`src/rtl/dds_phase_accumulator_pkg.sv`:
```
// rtl/dds_phase_accumulator_pkg.sv - shared types and constants for the DDS phase stage
// Contents:
//   PHASE_W     phase index width fed to the amplitude stage
//   ACC_W_DEF   default accumulator width
//   dds_state_t accumulator FSM state (IDLE, RUN, PENDING)
//   ftw_t       tuning word at the default accumulator width
//   FTW_UNIT    tuning word that advances the phase index by one step per cycle
package dds_pkg;

  localparam int PHASE_W   = 10;
  localparam int ACC_W_DEF = 32;

  typedef enum logic [1:0] {
    IDLE    = 2'd0,
    RUN     = 2'd1,
    PENDING = 2'd2
  } dds_state_t;

  typedef logic [ACC_W_DEF-1:0] ftw_t;

  localparam ftw_t FTW_UNIT = ftw_t'(1) << (ACC_W_DEF - PHASE_W);

endpackage

```
`src/rtl/dds_phase_accumulator_ftw_buffer.sv`:
```
// rtl/dds_phase_accumulator_ftw_buffer.sv - FTW handshake with active/pending tuning-word registers
// Ports:
//   clk, reset    rising-edge clock, synchronous active-high reset
//   state         current accumulator FSM state
//   sync_update   0 = load active FTW on acceptance, 1 = park it until the next wrap
//   ftw_valid     new FTW offered
//   ftw_data      new FTW value
//   apply_pend    move the pending FTW into the active register this edge
//   ftw_ready     an FTW can be accepted this cycle
//   load_pend     an FTW is being parked this edge (FSM enters PENDING)
//   ftw_act       active FTW used by the accumulator
module dds_ftw_buffer
  import dds_pkg::*;
#(
  parameter int ACC_W = ACC_W_DEF
) (
  input  logic             clk,
  input  logic             reset,
  input  dds_state_t       state,
  input  logic             sync_update,
  input  logic             ftw_valid,
  input  logic [ACC_W-1:0] ftw_data,
  input  logic             apply_pend,
  output logic             ftw_ready,
  output logic             load_pend,
  output logic [ACC_W-1:0] ftw_act
);

  logic [ACC_W-1:0] ftw_pend;
  logic             accept;
  logic             load_act;

  // Ready drops with reset so nothing is accepted on a reset edge.
  assign ftw_ready = (state != PENDING) && !reset;
  assign accept    = ftw_valid && ftw_ready;

  // When idle there is no running phase to keep continuous, so even a
  // deferred update takes effect at once.
  assign load_act  = accept && ((state == IDLE) || !sync_update);
  assign load_pend = accept && sync_update && (state == RUN);

  always_ff @(posedge clk) begin
    if (reset) begin
      ftw_act  <= '0;
      ftw_pend <= '0;
    end else begin
      if (load_act) begin
        ftw_act <= ftw_data;
      end else if (apply_pend) begin
        ftw_act <= ftw_pend;
      end
      if (load_pend) begin
        ftw_pend <= ftw_data;
      end
    end
  end

endmodule

```
`src/rtl/dds_phase_accumulator.sv`:
```
// rtl/dds_phase_accumulator.sv - DDS phase accumulator producing a 10-bit phase index
// Ports:
//   clk, reset    rising-edge clock, synchronous active-high reset
//   enable        accumulate when high, hold when low
//   phase_clr     synchronous accumulator clear (also applies a pending FTW)
//   sync_update   FTW apply mode sampled at acceptance (0 immediate, 1 at next wrap)
//   ftw_valid     new FTW offered
//   ftw_data      new FTW value
//   ftw_ready     FTW can be accepted
//   phase_offset  static offset added to the phase index mod 1024
//   phase         registered phase index to phase_to_amplitude
//   wrap          one-cycle pulse after an accumulator carry-out
module dds_phase_accumulator #(
  parameter int ACC_W   = dds_pkg::ACC_W_DEF,
  parameter int PHASE_W = 10
) (
  input  logic               clk,
  input  logic               reset,
  input  logic               enable,
  input  logic               phase_clr,
  input  logic               sync_update,
  input  logic               ftw_valid,
  input  logic [ACC_W-1:0]   ftw_data,
  output logic               ftw_ready,
  input  logic [PHASE_W-1:0] phase_offset,
  output logic [PHASE_W-1:0] phase,
  output logic               wrap
);

  import dds_pkg::*;

  dds_state_t       state;
  logic [ACC_W-1:0] acc;
  logic [ACC_W-1:0] acc_next;
  logic [ACC_W-1:0] sum;
  logic [ACC_W-1:0] ftw_act;
  logic             carry;
  logic             apply_pend;
  logic             load_pend;

  dds_ftw_buffer #(.ACC_W(ACC_W)) u_ftw_buffer (
    .clk         (clk),
    .reset       (reset),
    .state       (state),
    .sync_update (sync_update),
    .ftw_valid   (ftw_valid),
    .ftw_data    (ftw_data),
    .apply_pend  (apply_pend),
    .ftw_ready   (ftw_ready),
    .load_pend   (load_pend),
    .ftw_act     (ftw_act)
  );

  assign {carry, sum} = {1'b0, acc} + {1'b0, ftw_act};

  // A clear is a phase discontinuity anyway, so the parked FTW goes in with it.
  assign apply_pend = (state == PENDING) && (phase_clr || (enable && carry));

  always_comb begin
    acc_next = acc;
    if (reset || phase_clr) begin
      acc_next = '0;
    end else if (enable) begin
      acc_next = sum;
    end
  end

  always_ff @(posedge clk) begin
    acc <= acc_next;
    // Built from acc_next so phase always matches the acc it sits beside.
    phase <= acc_next[ACC_W-1 -: PHASE_W] + phase_offset;
    if (reset) begin
      state <= IDLE;
      wrap  <= 1'b0;
    end else begin
      wrap <= enable && carry && !phase_clr;
      case (state)
        IDLE: begin
          if (enable) state <= RUN;
        end
        RUN: begin
          if (load_pend)    state <= PENDING;
          else if (!enable) state <= IDLE;
        end
        PENDING: begin
          if (apply_pend) state <= enable ? RUN : IDLE;
        end
        default: state <= IDLE;
      endcase
    end
  end

endmodule
```
`config.mk`:
```
export PLATFORM = sky130hd
export DESIGN_NAME = dds_phase_accumulator
export DESIGN_NICKNAME = d
export VERILOG_FILES = /design/src/rtl/dds_phase_accumulator_pkg.sv /design/src/rtl/dds_phase_accumulator_ftw_buffer.sv /design/src/rtl/dds_phase_accumulator.sv
export SDC_FILE = /design/constraint.sdc
export NUM_CORES = 1
export LEC_CHECK = 0
export BUFFER_PORTS_ARGS = -buffer_cell sky130_fd_sc_hd__buf_2
export CAP_MARGIN = 0
export CORE_MARGIN = 3
export CORE_UTILIZATION = 50
export DETAILED_ROUTE_END_ITERATION = 10
export HOLD_SLACK_MARGIN = 0.02
export PLACE_DENSITY = 0.72
export SLEW_MARGIN = 25
export SYNTH_ARGS = -nofsm -noshare
export SYNTH_HDL_FRONTEND = slang
export SYNTH_SLANG_ARGS = --single-unit
export TNS_END_PERCENT = 5
```
`constraint.sdc`:
```
create_clock -name clk -period 3.8 [get_ports clk]
set_clock_uncertainty 0.15 [all_clocks]
set_input_delay 0.76 -clock clk [delete_from_list [all_inputs] [get_ports clk]]
set_output_delay 0.76 -clock clk [all_outputs]
set_load 0.05 [all_outputs]
```
# Word-level counts from Yosys, hierarchy flattened
# Index checks and enable logic that the tools add are counted.
[word_totals] output_inout_bits=12 elab_cells=42 regBits=109
[classes] n_reduce_logical=17 muxes=10 add_sub_neg=2 eq_ne=6
[op_table] operator="two-way mux 32 bit" count=4
[op_table] operator="adder 32 x 32 -> 33 bit" count=1
[op_table] operator="adder 10 bit" count=1
[op_table] operator="logical AND 1 bit" count=8
[op_table] operator="two-way mux 2 bit" count=4
[op_table] operator="!= test 2 bit, second input constant" count=3
[op_table] operator="one-hot mux 2 bit (3 select lines)" count=1
[op_table] operator="zero test 1 bit" count=3
[op_table] operator="logical OR 1 bit" count=3
[op_table] operator="!= test 3 bit, second input constant" count=1
[op_table] operator="AND reduction 3 bit" count=1
[op_table] operator="== test 2 x 1 -> 1 bit, second input constant" count=1
[op_table] operator="== test 2 bit, second input constant" count=1
[op_table] operator="zero test 2 bit" count=1
[op_table] operator="nonzero test 2 bit" count=1
[op_table] operator="two-way mux 1 bit" count=1

# Logic depth before layout (Yosys ltp)
# Gate-level depths: netlist of the first run.
[logic_depth] depth_word=7 depth_mapped=22 ltp_nobuf=22

# Modules after synthesis
# A second synthesis of the first run with hierarchy kept.
[hier_totals] hier_cells=665 hier_area_um2=6358.6
[modules_own_cells] mod="dds_phase_accumulator" cells_per_inst=409 seq_area_each_um2=900.9 area_per_inst_um2=3488.3 n_inst=1
[modules_own_cells] mod="dds_ftw_buffer" cells_per_inst=256 seq_area_each_um2=1281.2 area_per_inst_um2=2870.3 n_inst=1

# Worst setup path before layout of the first run
# Ideal clock, no wire load.
[synth_timing] path_type="reg2reg" startpoint="register acc[8]" endpoint="register phase[9]" arrival_time_ns=3.831 required_time_ns=3.578 setup_ns=0.072 setup_slack_ns=-0.253 path_buffers=1 stages_incl_launch_ff=21 cell_sequence="dfxtp_1 -> ha_1 -> buf_2 -> a21o_1 -> a311oi_1 -> nor3_1 -> or2_2 -> a21o_1 -> a31oi_1 -> xor2_1 -> o22ai_1 -> ha_1 -> a21oi_1 -> nor2b_1 -> o21a_1 -> o21ai_0 -> a21oi_1 -> a21o_1 -> a21oi_1 -> xor2_1 -> xnor2_1"
[synth_between] elab_chain_len=4
[synth_rtl] element="start, declared" line="dds_phase_accumulator.sv:33" text="logic [ACC_W-1:0] acc;"
[synth_rtl] element="start signal, assigned" line="dds_phase_accumulator.sv:69" text="acc <= acc_next;"
[synth_rtl] element="adder 32 x 32 -> 33 bit" line="dds_phase_accumulator.sv:54" text="assign {carry, sum} = {1'b0, acc} + {1'b0, ftw_act};"
[synth_rtl] element="two-way mux 32 bit" line="dds_phase_accumulator.sv:63" text="end else if (enable) begin"
[synth_rtl] element="two-way mux 32 bit" line="dds_phase_accumulator.sv:61" text="if (reset || phase_clr) begin"
[synth_rtl] element="net acc_next[23]" line="dds_phase_accumulator.sv:34" text="logic [ACC_W-1:0] acc_next;"
[synth_rtl] element="adder 10 bit" line="dds_phase_accumulator.sv:71" text="phase <= acc_next[ACC_W-1 -: PHASE_W] + phase_offset;"
[synth_rtl] element="end signal, assigned" line="dds_phase_accumulator.sv:71"
[synth_rtl] element="end, declared" line="dds_phase_accumulator.sv:26" text="output logic [PHASE_W-1:0] phase,"
# The timed path passes the listed nets, and every way through them passes these cells.
# A chain may end at the register's enable or synchronous reset.

# Worst setup path after layout of the first run
[layout_timing] startpoint="register u_ftw_buffer.ftw_act[13]" endpoint="register phase[9]"
[layout_between] elab_chain_len=4
[layout_rtl] element="start, declared" line="dds_phase_accumulator_ftw_buffer.sv:26" text="output logic [ACC_W-1:0] ftw_act"
[layout_rtl] element="start signal, assigned" line="dds_phase_accumulator_ftw_buffer.sv:48" text="ftw_act <= ftw_data;"
[layout_rtl] element="start signal, assigned" line="dds_phase_accumulator_ftw_buffer.sv:50" text="ftw_act <= ftw_pend;"
[layout_rtl] element="adder 32 x 32 -> 33 bit" line="dds_phase_accumulator.sv:54"
[layout_rtl] element="two-way mux 32 bit" line="dds_phase_accumulator.sv:63"
[layout_rtl] element="two-way mux 32 bit" line="dds_phase_accumulator.sv:61"
[layout_rtl] element="net acc_next[23]" line="dds_phase_accumulator.sv:34"
[layout_rtl] element="adder 10 bit" line="dds_phase_accumulator.sv:71"
# The timed path passes the listed nets, and every way through them passes these cells.

==> results of run 1 <==
## worst min path at each step
stage                               from  cells after the start                   endpoint
2_1_floorplan   u_ftw_buffer.ftw_pend[0]                      2   u_ftw_buffer.ftw_pend[0]
3_3_place_gp    u_ftw_buffer.ftw_pend[3]                      2   u_ftw_buffer.ftw_pend[3]
3_5_place_dp   u_ftw_buffer.ftw_pend[12]                      2  u_ftw_buffer.ftw_pend[12]
4_1_cts        u_ftw_buffer.ftw_pend[12]                      2  u_ftw_buffer.ftw_pend[12]
5_1_grt        u_ftw_buffer.ftw_pend[16]                      2  u_ftw_buffer.ftw_pend[16]
6_report        u_ftw_buffer.ftw_pend[2]                      2   u_ftw_buffer.ftw_pend[2]
## state kept, by name (all words and copies together) (netlist names)
| register | count |
|---|---|
| state | 2 |
| u_ftw_buffer.ftw_act | 32 |
| phase | 10 |
| acc | 32 |
| u_ftw_buffer.ftw_pend | 32 |
| wrap | 1 |
## metal layers
layer,share of wire (%),global-route usage (%),vias up
met1,44,35.56,2823
li1,-,-,2904
met5,0,0,-
met3,7.4,4.767,47
met2,45,42.49,231
met4,3.3,11.52,0
## cells in the mapped netlist, types with 3 or more instances
master,count,area share [%]
sky130_fd_sc_hd__nand4_1,4,0.41
sky130_fd_sc_hd__nand3_1,8,0.66
sky130_fd_sc_hd__o21bai_1,4,0.49
sky130_fd_sc_hd__xor2_1,13,1.9
sky130_fd_sc_hd__or2_2,4,0.41
sky130_fd_sc_hd__ha_1,41,8.4
sky130_fd_sc_hd__a31oi_1,6,0.62
sky130_fd_sc_hd__nand2b_1,7,0.72
sky130_fd_sc_hd__a21oi_1,75,6.2
sky130_fd_sc_hd__clkbuf_1,34,2.1
sky130_fd_sc_hd__dfxtp_1,109,36
sky130_fd_sc_hd__o21a_1,3,0.37
sky130_fd_sc_hd__nor2b_1,9,0.93
sky130_fd_sc_hd__nand2_1,91,5.6
sky130_fd_sc_hd__o31ai_1,4,0.49
sky130_fd_sc_hd__buf_4,3,0.37
sky130_fd_sc_hd__inv_1,8,0.49
sky130_fd_sc_hd__nor2_1,109,6.7
sky130_fd_sc_hd__xnor2_1,22,3.2
sky130_fd_sc_hd__o21ai_0,23,1.9
sky130_fd_sc_hd__mux2i_1,15,2.5
sky130_fd_sc_hd__nor3_1,42,3.5
sky130_fd_sc_hd__a211oi_1,9,1.1
sky130_fd_sc_hd__o221a_2,32,5.9
sky130_fd_sc_hd__a21o_1,29,3.6
sky130_fd_sc_hd__buf_2,7,0.58
sky130_fd_sc_hd__o22ai_1,5,0.51
## cells in the final DEF, fill, tap and decap left out, types with 4 or more instances in the layout
cell type                     n
sky130_fd_sc_hd__nand3_1      7
sky130_fd_sc_hd__o21ai_1      4
sky130_fd_sc_hd__nand2b_1     7
sky130_fd_sc_hd__buf_4       94
sky130_fd_sc_hd__o21bai_1     4
sky130_fd_sc_hd__nor2_1     108
sky130_fd_sc_hd__a211oi_1     6
sky130_fd_sc_hd__o21ai_0     16
sky130_fd_sc_hd__nand4_1      4
sky130_fd_sc_hd__nand2_1     91
sky130_fd_sc_hd__a31oi_1      4
sky130_fd_sc_hd__clkbuf_16    9
sky130_fd_sc_hd__dfxtp_2     12
sky130_fd_sc_hd__buf_2       59
sky130_fd_sc_hd__nor3_1      39
sky130_fd_sc_hd__o221a_2     32
sky130_fd_sc_hd__a21o_1      29
sky130_fd_sc_hd__o31ai_1      4
sky130_fd_sc_hd__a21oi_2     10
sky130_fd_sc_hd__a211oi_2     4
sky130_fd_sc_hd__inv_1        8
sky130_fd_sc_hd__mux2i_1     15
sky130_fd_sc_hd__nor2b_1      6
sky130_fd_sc_hd__o21ai_2      5
sky130_fd_sc_hd__ha_1        29
sky130_fd_sc_hd__o22ai_1      4
sky130_fd_sc_hd__ha_4         9
sky130_fd_sc_hd__dfxtp_1     97
sky130_fd_sc_hd__xnor2_1     22
sky130_fd_sc_hd__a21oi_1     64
sky130_fd_sc_hd__xor2_1      13
## report_power, final
| part | switching, mW | internal [mW] | leakage, nW |
|---|---|---|---|
| sequential | 0.0426 | 1.19 | 0.895 |
| clock | 0.437 | 0.661 | 0.165 |
| combinational | 0.255 | 0.206 | 2.43 |
## stage by stage
| stage | power [mW] | cell area (um^2) |
|---|---|---|
| 6_report | 2.796 | 7751 |
| 5_1_grt | 2.894 | 7751 |
| 4_1_cts | 2.796 | 7686 |
| 3_5_place_dp | 1.682 | 7025 |
| 3_3_place_gp | 1.667 | 7024 |
| 2_1_floorplan | 1.518 | 6142 |
## repair_timing
item / CTS / global route
hold endpoints to repair: 0 / 0
hold buffers: 0 / 0
gates resized for setup: 44 / 17
setup endpoints to repair: 3 / 5
pin swaps: 30 / 5
buffers inserted: 16 / 0
## final cells by class
cell class | count | area, um^2 | area share [%]
inverter | 9 | 33.78 | 0.4358
timing repair buffer | 155 | 1023 | 13.20
multi-input combinational | 585 | 3973 | 51.25
clock buffer | 10 | 239.0 | 3.083
tap | 143 | 178.9 | 2.308
clock inverter | 5 | 106.4 | 1.372
sequential | 109 | 2197 | 28.35
## worst max-delay path: stages, from the launching register on
cell	delay, ns
sky130_fd_sc_hd__dfxtp_1	0.35
sky130_fd_sc_hd__ha_1	0.32
sky130_fd_sc_hd__nand3_1	0.17
sky130_fd_sc_hd__or4_4	0.47
sky130_fd_sc_hd__o22ai_4	0.13
sky130_fd_sc_hd__or2_4	0.15
sky130_fd_sc_hd__a21o_1	0.15
sky130_fd_sc_hd__a31oi_2	0.10
sky130_fd_sc_hd__xor2_1	0.17
sky130_fd_sc_hd__o22ai_2	0.10
sky130_fd_sc_hd__ha_1	0.31
sky130_fd_sc_hd__a21oi_2	0.13
sky130_fd_sc_hd__nor2b_1	0.07
sky130_fd_sc_hd__o21a_1	0.19
sky130_fd_sc_hd__o21ai_2	0.16
sky130_fd_sc_hd__a21oi_2	0.08
sky130_fd_sc_hd__a21o_1	0.19
sky130_fd_sc_hd__a21oi_2	0.15
sky130_fd_sc_hd__xor2_1	0.19
sky130_fd_sc_hd__xnor2_1	0.14
## cell families (layout without fill, tap and decap cells)
group,after synthesis,count (layout)
simple gates,285,285
buf+inv,54,179
flops,109,109
mux,15,15
compound gates,207,207
fa+ha+maj,43,43
xor+xnor,35,35
==> impl_metrics.prom, run 1 <==
# TYPE chip_impl_metric gauge
chip_impl_info{name="status",value="finished with violations"} 1
chip_impl_info{name="violated_checks",value="setup timing"} 1
chip_impl_metric{name="report.final.hold_viol_count",unit=""} 0
chip_impl_metric{name="layoutNonFillerInstCount",unit=""} 1016
chip_impl_metric{name="tns",unit="ns"} -0.1988
chip_impl_metric{name="fin_ws",unit="ns"} -0.1536
chip_impl_metric{name="post_synth_inst_count",unit=""} 748
chip_impl_metric{name="highest_fanout_seen_on_the_critical_path",unit=""} 2
chip_impl_metric{name="initial_utilization",unit="%"} 52.18
chip_impl_metric{name="viasPerCell",unit=""} 5.910
chip_impl_metric{name="synthesis.nets",unit=""} 839
chip_impl_metric{name="die_height",unit="um"} 116.3
chip_impl_info{name="path_class",value="register to register"} 1
chip_impl_metric{name="critical_path_required",unit="ns"} 3.94
chip_impl_metric{name="sequential_cell_area_fraction_in_the_yosys_report",unit="%"} 35.86
chip_impl_metric{name="synth.area.mux_share",unit="%"} 2.467
chip_impl_metric{name="clkTransAtPathRegs",unit="ns"} 0.07
chip_impl_metric{name="placeableCoreArea",unit="um^2"} 11660
chip_impl_metric{name="layout-drive-gt1-share",unit="%"} 31.04
chip_impl_info{name="crit_path_end",value="phase[9]"} 1
chip_impl_metric{name="syn_to_final_growth",unit="%"} 27.36
chip_impl_metric{name="fillerInstances",unit=""} 926
chip_impl_metric{name="wire_length_of_the_first_global_routing_pass",unit="mm"} 28.62
chip_impl_metric{name="dr.pass1.iters",unit=""} 8
chip_impl_metric{name="slew_headroom",unit="%"} 56.48
chip_impl_metric{name="synthesis.yosys.warnings",unit=""} 0
chip_impl_info{name="clk_root_buffer_cell",value="sky130_fd_sc_hd__clkbuf_16"} 1
chip_impl_metric{name="timing.reg2reg.worst_path_depth",unit=""} 19
chip_impl_metric{name="wire_per_inst",unit="um"} 17.41
chip_impl_metric{name="fp.dieW",unit="um"} 116.3
chip_impl_info{name="startpoint_type",value="register"} 1
chip_impl_metric{name="cts_inserted_buffers",unit=""} 9
chip_impl_metric{name="post_synth_and_or_nand_nor_area_fraction",unit="%"} 20.25
chip_impl_metric{name="nNetsFinal",unit=""} 960
chip_impl_metric{name="num_vias",unit=""} 6005
chip_impl_metric{name="port_buffers",unit=""} 59
chip_impl_metric{name="max_freq",unit="GHz"} 0.2529
chip_impl_metric{name="synth-async-reset-ratio",unit="%"} 0
chip_impl_metric{name="setup_viol_count_final",unit=""} 2
chip_impl_info{name="worst_r2r_end",value="phase[9]"} 1
chip_impl_metric{name="preCtsSetupSlack",unit="ns"} -0.2800
chip_impl_metric{name="arrival",unit="ns"} 4.09
chip_impl_info{name="dominantRegCellSynth",value="sky130_fd_sc_hd__dfxtp_1"} 1
chip_impl_metric{name="core.rowCount",unit=""} 39
chip_impl_metric{name="max_slew.worst_pin.slew",unit="ns"} 0.6529
chip_impl_metric{name="ratio_of_final_minimum_period_to_clock_period",unit="%"} 104.0
chip_impl_metric{name="clkLatencyLatePin",unit="ns"} 0.36
chip_impl_metric{name="i_o_pin_cnt",unit=""} 60
chip_impl_metric{name="detail_route.wirelength",unit="mm"} 17.68
chip_impl_metric{name="drc",unit=""} 0
chip_impl_metric{name="post_synth_xor_area_fraction",unit="%"} 5.037
chip_impl_info{name="worst_setup_path_startpoint",value="u_ftw_buffer.ftw_act[13]"} 1
chip_impl_metric{name="synth.ff_latch_count",unit=""} 109
chip_impl_info{name="synth_top_family_by_area",value="compound AO/OA/AOI/OAI gates"} 1
chip_impl_metric{name="finalCoreUtilization",unit="%"} 66.46
chip_impl_metric{name="global_route.usage.total",unit="%"} 26.68
chip_impl_metric{name="power.density",unit="nW/um^2"} 360.7
chip_impl_info{name="regToRegStartpoint",value="u_ftw_buffer.ftw_act[13]"} 1
chip_impl_metric{name="hold-worst-slack",unit="ns"} 0.3269
chip_impl_metric{name="max-vdd-ir-drop",unit="mV"} 0.3733
chip_impl_metric{name="r2r_slack",unit="ns"} -0.15
chip_impl_metric{name="h_tree_level_count",unit=""} 3
chip_impl_metric{name="grt_max_degree",unit=""} 67
chip_impl_metric{name="synth-adder-area-share",unit="%"} 9.087
chip_impl_metric{name="design.die.area",unit="um^2"} 13530
chip_impl_metric{name="number_of_synthesized_flops_with_an_enable_pin",unit=""} 0
chip_impl_metric{name="average_instance_area_after_synthesis",unit="um^2"} 8.136
chip_impl_metric{name="insertedDiodeCount",unit=""} 0
chip_impl_metric{name="post_synth_instance_area",unit="um^2"} 6086
chip_impl_metric{name="clockBufferDepth",unit=""} 2
chip_impl_metric{name="place_hpwl",unit="mm"} 12.08
chip_impl_metric{name="clock-sinks",unit=""} 109
chip_impl_info{name="timing.critical_path.to_type",value="register"} 1
chip_impl_metric{name="antenna_found_initial",unit=""} 0
chip_impl_info{name="grt_setup_unrepaired",value="true"} 1
chip_impl_info{name="worst_min_path_class",value="register to register"} 1
chip_impl_metric{name="drt_iter0_markers",unit=""} 395
chip_impl_metric{name="total_leakage_power",unit="nW"} 3.492
chip_impl_metric{name="period_needed",unit="ns"} 3.954
chip_impl_metric{name="numPlacedInstances",unit=""} 985
chip_impl_metric{name="max_cap_violations",unit=""} 0
chip_impl_metric{name="yosys.cell_types.count",unit=""} 53
chip_impl_metric{name="synth_compound_area_share",unit="%"} 23.64
chip_impl_info{name="cts_tree",value="yes"} 1
chip_impl_metric{name="postRouteAntennaNets",unit=""} 0
chip_impl_metric{name="gp_congestion",unit=""} 0.9356
chip_impl_metric{name="grt_pass1_vias",unit=""} 5856
chip_impl_metric{name="timing_max_transition_violations_final",unit=""} 0
chip_impl_metric{name="global_route.overflow_total",unit=""} 0
Note: power is estimated with default switching activity, not from simulation.
==> run 2, diff against run 1 <==
CORE_UTILIZATION = 37   (was 50)
PLACE_DENSITY = not set   (was 0.72)
==> run 2 against run 1 <==
The flow still finishes with violations (setup timing). Critical path type unchanged. Largest power group unchanged. Clock-buffer cell count rose by 1. Maximum frequency increased by 0.27%. Non-clock buffer count up 2.
==> impl_metrics.prom, run 2 (synthesis results as in run 1) <==
# TYPE chip_impl_metric gauge
chip_impl_info{name="status",value="finished with violations"} 1
chip_impl_info{name="violated_checks",value="setup timing"} 1
chip_impl_metric{name="max_freq",unit="GHz"} 0.2536
chip_impl_metric{name="ratio_of_final_minimum_period_to_clock_period",unit="%"} 103.8
chip_impl_metric{name="detail_route.wirelength",unit="mm"} 16.43
chip_impl_metric{name="layoutNonFillerInstCount",unit=""} 1091
chip_impl_info{name="grt_most_used_layer",value="met2"} 1
chip_impl_metric{name="die_height",unit="um"} 134.3
chip_impl_info{name="timing.critical_path.to_type",value="register"} 1
chip_impl_metric{name="clkTransAtPathRegs",unit="ns"} 0.08
chip_impl_metric{name="timing_max_transition_violations_final",unit=""} 0
chip_impl_metric{name="grt_max_degree",unit=""} 68
chip_impl_metric{name="postRouteAntennaNets",unit=""} 0
chip_impl_metric{name="initial_utilization",unit="%"} 38.04
chip_impl_metric{name="report.final.hold_viol_count",unit=""} 0
chip_impl_metric{name="fp.dieW",unit="um"} 134.3
chip_impl_metric{name="cts_inserted_buffers",unit=""} 9
chip_impl_metric{name="grt_util_met3",unit="%"} 3.038
chip_impl_metric{name="fin_ws",unit="ns"} -0.1428
chip_impl_metric{name="multiInputGateArea",unit="um^2"} 3905
chip_impl_info{name="cts_tree",value="yes"} 1
chip_impl_metric{name="gr-usage-met1",unit="%"} 27.07
chip_impl_metric{name="numPlacedInstances",unit=""} 1073
chip_impl_metric{name="critical_path_required",unit="ns"} 3.89
chip_impl_metric{name="grt_pass1_vias",unit=""} 5339
chip_impl_metric{name="preCtsSetupSlack",unit="ns"} -0.3478
chip_impl_info{name="startpoint_type",value="register"} 1
chip_impl_metric{name="num_vias",unit=""} 5638
chip_impl_metric{name="layout-drive-gt1-share",unit="%"} 29.49
chip_impl_metric{name="drt_iter0_markers",unit=""} 321
chip_impl_metric{name="core.rowCount",unit=""} 46
chip_impl_metric{name="fin_total_pwr",unit="mW"} 2.725
chip_impl_metric{name="antenna_found_initial",unit=""} 0
chip_impl_metric{name="highest_fanout_seen_on_the_critical_path",unit=""} 2
chip_impl_metric{name="slew_headroom",unit="%"} 53.27
chip_impl_info{name="worst_min_path_class",value="register to register"} 1
chip_impl_metric{name="period_needed",unit="ns"} 3.943
chip_impl_metric{name="clkLatencyLatePin",unit="ns"} 0.36
chip_impl_metric{name="gr-usage-met2",unit="%"} 28.10
chip_impl_metric{name="arrival",unit="ns"} 4.04
chip_impl_metric{name="wire_per_inst",unit="um"} 15.06
chip_impl_info{name="clk_root_buffer_cell",value="sky130_fd_sc_hd__clkbuf_16"} 1
chip_impl_metric{name="h_tree_level_count",unit=""} 3
chip_impl_metric{name="port_buffers",unit=""} 59
chip_impl_info{name="layout.cells.most_common",value="sky130_fd_sc_hd__nor2_1"} 1
chip_impl_metric{name="power.density",unit="nW/um^2"} 350.9
chip_impl_metric{name="max-vdd-ir-drop",unit="mV"} 0.2075
chip_impl_metric{name="dr.pass1.iters",unit=""} 5
chip_impl_info{name="largest_registers",value="acc x32, u_ftw_buffer.ftw_act x32, u_ftw_buffer.ftw_pend x32"} 1
chip_impl_metric{name="global_route.usage.total",unit="%"} 18.22
chip_impl_metric{name="gp_congestion",unit=""} 0.9040
chip_impl_metric{name="max_slew.worst_pin.slew",unit="ns"} 0.7009
chip_impl_metric{name="wire_length_of_the_first_global_routing_pass",unit="mm"} 26.92
chip_impl_metric{name="drc",unit=""} 0
chip_impl_metric{name="cts_hold_repair.buffers",unit=""} 0
chip_impl_metric{name="viasPerCell",unit=""} 5.168
chip_impl_metric{name="total_leakage_power",unit="nW"} 3.496
chip_impl_metric{name="clock-sinks",unit=""} 109
chip_impl_info{name="final_cell_mix",value="sky130_fd_sc_hd__nor2_1 (108), sky130_fd_sc_hd__dfxtp_1 (101), sky130_fd_sc_hd__buf_4 (97)"} 1
chip_impl_info{name="grt_setup_unrepaired",value="true"} 1
chip_impl_info{name="path_class",value="register to register"} 1
chip_impl_metric{name="design.die.area",unit="um^2"} 18020
chip_impl_metric{name="syn_to_final_growth",unit="%"} 27.59
chip_impl_metric{name="clockBufferDepth",unit=""} 2
chip_impl_metric{name="global_route.overflow_total",unit=""} 0
chip_impl_metric{name="placeableCoreArea",unit="um^2"} 16000
chip_impl_metric{name="regArea",unit="um^2"} 2192
chip_impl_metric{name="fillerInstances",unit=""} 1606
chip_impl_metric{name="i_o_pin_cnt",unit=""} 60
chip_impl_metric{name="place_hpwl",unit="mm"} 11.90
chip_impl_metric{name="max_cap_violations",unit=""} 0
chip_impl_metric{name="setup_viol_count_final",unit=""} 1
chip_impl_metric{name="insertedDiodeCount",unit=""} 0
chip_impl_metric{name="nNetsFinal",unit=""} 962
## run 2: worst paths after layout
kind | start | end | slack [ns] | cells past startpoint
hold reg to reg | u_ftw_buffer.ftw_pend[23] | u_ftw_buffer.ftw_pend[23] | 0.32 | 2
setup / recovery | acc[0] | phase[9] | -0.14 | 20
hold / removal | u_ftw_buffer.ftw_pend[23] | u_ftw_buffer.ftw_pend[23] | 0.32 | 2
setup reg to reg | acc[0] | phase[9] | -0.14 | 20
## run 2: per-layer routing
| layer | routed length, um | vias up | part of all wire (%) |
|---|---|---|---|
| li1 | - | 2919 | - |
| met1 | 8573 | 2605 | 52 |
| met2 | 7144 | 103 | 43 |
| met5 | 0 | - | 0 |
| met3 | 596 | 11 | 3.6 |
| met4 | 112 | 0 | 0.68 |
## run 2: what timing repair did
item,CTS,global route
buffers inserted,2,1
pin swaps,11,12
gates resized for setup,22,23
endpoints found under the setup margin,5,5
## run 2: power breakdown
group	internal [mW]	leakage, nW	switching (mW)
registers	1.19	0.893	0.0369
clock network	0.598	0.157	0.443
logic	0.209	2.45	0.245
## run 2: worst max-delay path: stages (launching register included)
cell and delay (ns):
sky130_fd_sc_hd__dfxtp_2 0.33, sky130_fd_sc_hd__ha_2 0.18, sky130_fd_sc_hd__buf_4 0.13, sky130_fd_sc_hd__a211oi_2 0.19, sky130_fd_sc_hd__o21a_1 0.25, sky130_fd_sc_hd__o22ai_2 0.12
sky130_fd_sc_hd__or2_4 0.24, sky130_fd_sc_hd__a21o_1 0.18, sky130_fd_sc_hd__a31oi_2 0.18, sky130_fd_sc_hd__xor2_1 0.22, sky130_fd_sc_hd__o22ai_2 0.10, sky130_fd_sc_hd__ha_1 0.31
sky130_fd_sc_hd__a21oi_2 0.13, sky130_fd_sc_hd__nor2b_1 0.07, sky130_fd_sc_hd__o21a_1 0.20, sky130_fd_sc_hd__o21ai_2 0.17, sky130_fd_sc_hd__a21oi_2 0.09, sky130_fd_sc_hd__a21o_1 0.18
sky130_fd_sc_hd__a21oi_2 0.12, sky130_fd_sc_hd__xor2_1 0.19, sky130_fd_sc_hd__xnor2_1 0.09
## run 2: layout make-up
type | instances | area share [%]
Inverter | 9 | 0.4351
Multi-Input combinational cell | 585 | 50.29
Tap cell | 216 | 3.480
Sequential cell | 109 | 28.23
Clock buffer | 11 | 3.126
Clock inverter | 4 | 0.9990
Timing Repair Buffer | 157 | 13.44
## run 2: per-stage QoR
| stage | util, % | TNS, ns | instance area, um^2 | hold WS [ns] |
|---|---|---|---|---|
| after CTS | 47.97 | -0.2556 | 7676 | 0.3257 |
| final | 48.53 | -0.1428 | 7765 | 0.3237 |
| after detailed placement | 45.25 | -0.7813 | 7241 | 0.3153 |
| after floorplan | - | -0.006507 | 6142 | 0.2999 |
| after global routing | 48.53 | -0.7496 | 7765 | 0.3399 |
| after global placement | 45.25 | -0.3691 | 7241 | 0.3117 |
==> run 3, diff against run 2 <==
CORE_UTILIZATION = 30   (was 37)
==> run 3 against run 2 <==
Global-route usage fell by 3.5 points. Final cell count rose by 3.6%. Flip-flop and latch count did not move. Critical endpoint unchanged. Worst setup slack improved by 0.069 ns. The run still ends with setup timing left. Largest cell class unchanged. Clock power barely moved. Critical path depth fell by 1. Register-to-register slack improved by 0.07 ns. Via count fell by 1.6%. Design area did not move. Hold slack barely moved. Wire length fell by 1.9%.
==> impl_metrics.prom, run 3 (synthesis results as in run 1) <==
# TYPE chip_impl_metric gauge
chip_impl_info{name="status",value="finished with violations"} 1
chip_impl_info{name="violated_checks",value="setup timing"} 1
chip_impl_metric{name="final_cell_area",unit="um^2"} 7765
chip_impl_info{name="path_class",value="register to register"} 1
chip_impl_metric{name="max_freq",unit="GHz"} 0.2582
chip_impl_info{name="grt_setup_unrepaired",value="true"} 1
chip_impl_metric{name="h_tree_level_count",unit=""} 3
chip_impl_metric{name="postRouteAntennaNets",unit=""} 0
chip_impl_info{name="grt_most_used_layer",value="met2"} 1
chip_impl_info{name="cp_cell_sequence",value="ha_1 > o211ai_1 > or4_4 > o22ai_4 > or2_4 > a21o_1 > a31oi_2 > xor2_1 > o22ai_2 > ha_1 > a21oi_1 > nor2b_1 > o21a_1 > o21ai_2 > a21oi_2 > a21o_1 > a21oi_2 > xor2_1 > xnor2_1"} 1
chip_impl_metric{name="syn_to_final_growth",unit="%"} 27.59
chip_impl_info{name="timing.critical_path.to_type",value="register"} 1
chip_impl_metric{name="highest_fanout_seen_on_the_critical_path",unit=""} 2
chip_impl_metric{name="slowest_delay",unit="ns"} 0.52
chip_impl_metric{name="grt_max_degree",unit=""} 67
chip_impl_metric{name="slew_headroom",unit="%"} 53.78
chip_impl_metric{name="max_cap_violations",unit=""} 0
chip_impl_metric{name="antenna_found_initial",unit=""} 0
chip_impl_metric{name="arrival",unit="ns"} 3.98
chip_impl_metric{name="layout-drive-gt1-share",unit="%"} 29.36
chip_impl_metric{name="r2r_slack",unit="ns"} -0.07
chip_impl_metric{name="clockBufferDepth",unit=""} 2
chip_impl_metric{name="cts_inserted_buffers",unit=""} 9
chip_impl_metric{name="nNetsFinal",unit=""} 951
chip_impl_info{name="final_cell_mix",value="sky130_fd_sc_hd__nor2_1 (108), sky130_fd_sc_hd__dfxtp_1 (99), sky130_fd_sc_hd__nand2_1 (91)"} 1
chip_impl_metric{name="core.rowCount",unit=""} 51
chip_impl_metric{name="grt_pass1_vias",unit=""} 5274
chip_impl_metric{name="timing_max_transition_violations_final",unit=""} 0
chip_impl_metric{name="dr.pass1.iters",unit=""} 5
chip_impl_metric{name="clock-sinks",unit=""} 109
chip_impl_metric{name="design.die.area",unit="um^2"} 22030
chip_impl_info{name="clk_root_buffer_cell",value="sky130_fd_sc_hd__clkbuf_16"} 1
chip_impl_metric{name="setup_viol_count_final",unit=""} 2
chip_impl_metric{name="grt_util_met3",unit="%"} 2.468
chip_impl_metric{name="place_hpwl",unit="mm"} 11.67
chip_impl_metric{name="place_area",unit="um^2"} 7199
chip_impl_info{name="largest_registers",value="acc x32, u_ftw_buffer.ftw_act x32, u_ftw_buffer.ftw_pend x32"} 1
chip_impl_metric{name="period_needed",unit="ns"} 3.873
chip_impl_metric{name="ratio_of_final_minimum_period_to_clock_period",unit="%"} 101.9
chip_impl_info{name="startpoint_type",value="register"} 1
chip_impl_metric{name="detail_route.wirelength",unit="mm"} 16.11
chip_impl_info{name="path_delay_family",value="compound AO/OA/AOI/OAI gates"} 1
chip_impl_metric{name="drt_iter0_markers",unit=""} 338
chip_impl_metric{name="clkTransAtPathRegs",unit="ns"} 0.08
chip_impl_metric{name="critical_path_required",unit="ns"} 3.90
chip_impl_metric{name="viasPerCell",unit=""} 4.909
chip_impl_metric{name="port_buffers",unit=""} 59
chip_impl_info{name="layout.cells.most_common",value="sky130_fd_sc_hd__nor2_1"} 1
chip_impl_metric{name="tns",unit="ns"} -0.08639
chip_impl_metric{name="placeableCoreArea",unit="um^2"} 19720
chip_impl_metric{name="fin_ws",unit="ns"} -0.07335
chip_impl_metric{name="finalCoreUtilization",unit="%"} 39.38
chip_impl_metric{name="report.final.hold_viol_count",unit=""} 0
chip_impl_metric{name="wire_per_inst",unit="um"} 14.26
chip_impl_metric{name="power.density",unit="nW/um^2"} 351.1
chip_impl_metric{name="die_height",unit="um"} 148.4
chip_impl_metric{name="clkLatencyLatePin",unit="ns"} 0.36
chip_impl_metric{name="total_leakage_power",unit="nW"} 3.455
chip_impl_metric{name="global_route.overflow_total",unit=""} 0
chip_impl_metric{name="i_o_pin_cnt",unit=""} 60
chip_impl_metric{name="initial_utilization",unit="%"} 30.86
chip_impl_info{name="cts_tree",value="yes"} 1
chip_impl_metric{name="num_vias",unit=""} 5547
chip_impl_info{name="worst_min_path_class",value="register to register"} 1
chip_impl_metric{name="max_slew.worst_pin.slew",unit="ns"} 0.6933
chip_impl_metric{name="drc",unit=""} 0
chip_impl_metric{name="gr-usage-met2",unit="%"} 23.16
chip_impl_metric{name="gr-usage-met1",unit="%"} 20.90
chip_impl_metric{name="cts_hold_repair.buffers",unit=""} 0
chip_impl_metric{name="global_route.usage.total",unit="%"} 14.67
chip_impl_metric{name="insertedDiodeCount",unit=""} 0
chip_impl_metric{name="crit_buf_inv",unit=""} 0
chip_impl_metric{name="max-vdd-ir-drop",unit="mV"} 0.2190
chip_impl_metric{name="wire_length_of_the_first_global_routing_pass",unit="mm"} 26.68
chip_impl_metric{name="gp_congestion",unit=""} 0.8503
chip_impl_metric{name="hold-worst-slack",unit="ns"} 0.3241
chip_impl_info{name="crit_path_top_delay_cell",value="sky130_fd_sc_hd__or4_4"} 1
chip_impl_metric{name="fp.dieW",unit="um"} 148.4
[run 3: path summary, 6_finish.rpt]
kind | start | end | cells after the start
min reg2reg | u_ftw_buffer.ftw_pend[24] | u_ftw_buffer.ftw_pend[24] | 2
min | u_ftw_buffer.ftw_pend[24] | u_ftw_buffer.ftw_pend[24] | 2
max | u_ftw_buffer.ftw_act[5] | phase[9] | 19
max reg2reg | u_ftw_buffer.ftw_act[5] | phase[9] | 19
[run 3: per-stage QoR]
step | power (mW) | std cells | setup slack, ns
floorplan | 1.518 | 748 | -0.006507
global placement | 1.677 | 1110 | -0.1613
detailed placement | 1.679 | 1110 | -0.2344
CTS | 2.745 | 1130 | -0.08712
global route | 2.854 | 1130 | -0.2498
finish | 2.726 | 1130 | -0.07335
[run 3: layout make-up]
| type | count | area [um^2] |
|---|---|---|
| well taps | 265 | 331.6 |
| repair buffers | 146 | 948.4 |
| clock buffers | 10 | 239.0 |
| multi-input cells | 585 | 3924 |
| flip-flops and latches | 109 | 2197 |
| clock inverters | 6 | 91.34 |
| inverters | 9 | 33.78 |
| fillers | 1991 | 11950 |
[run 3: metal layers]
layer | wire length [um] | share of wire, %
met3 | 501 | 3.1
met4 | 157 | 0.97
met5 | 0 | 0
met2 | 7300 | 45
met1 | 8151 | 51
[run 3: report_power, final]
group | leakage, nW | internal, mW | total, mW | switching, mW
clock network | 0.164 | 0.602 | 1.06 | 0.453
registers | 0.894 | 1.19 | 1.23 | 0.0362
logic | 2.40 | 0.202 | 0.442 | 0.240
[run 3: tightest hold or removal path: stages, from the launching register on]
cell and delay [ns]:
sky130_fd_sc_hd__dfxtp_1 0.32, sky130_fd_sc_hd__nand2_1 0.05, sky130_fd_sc_hd__a21oi_1 0.05
[run 3: what timing repair did]
| item | 4_1_cts | 5_1_grt |
|---|---|---|
| gates resized for setup | 28 | 26 |
| pin swaps | 20 | 9 |
| hold endpoints to repair | 0 | 0 |
| setup buffers | 4 | 0 |
| endpoints found under the setup margin | 3 | 4 |
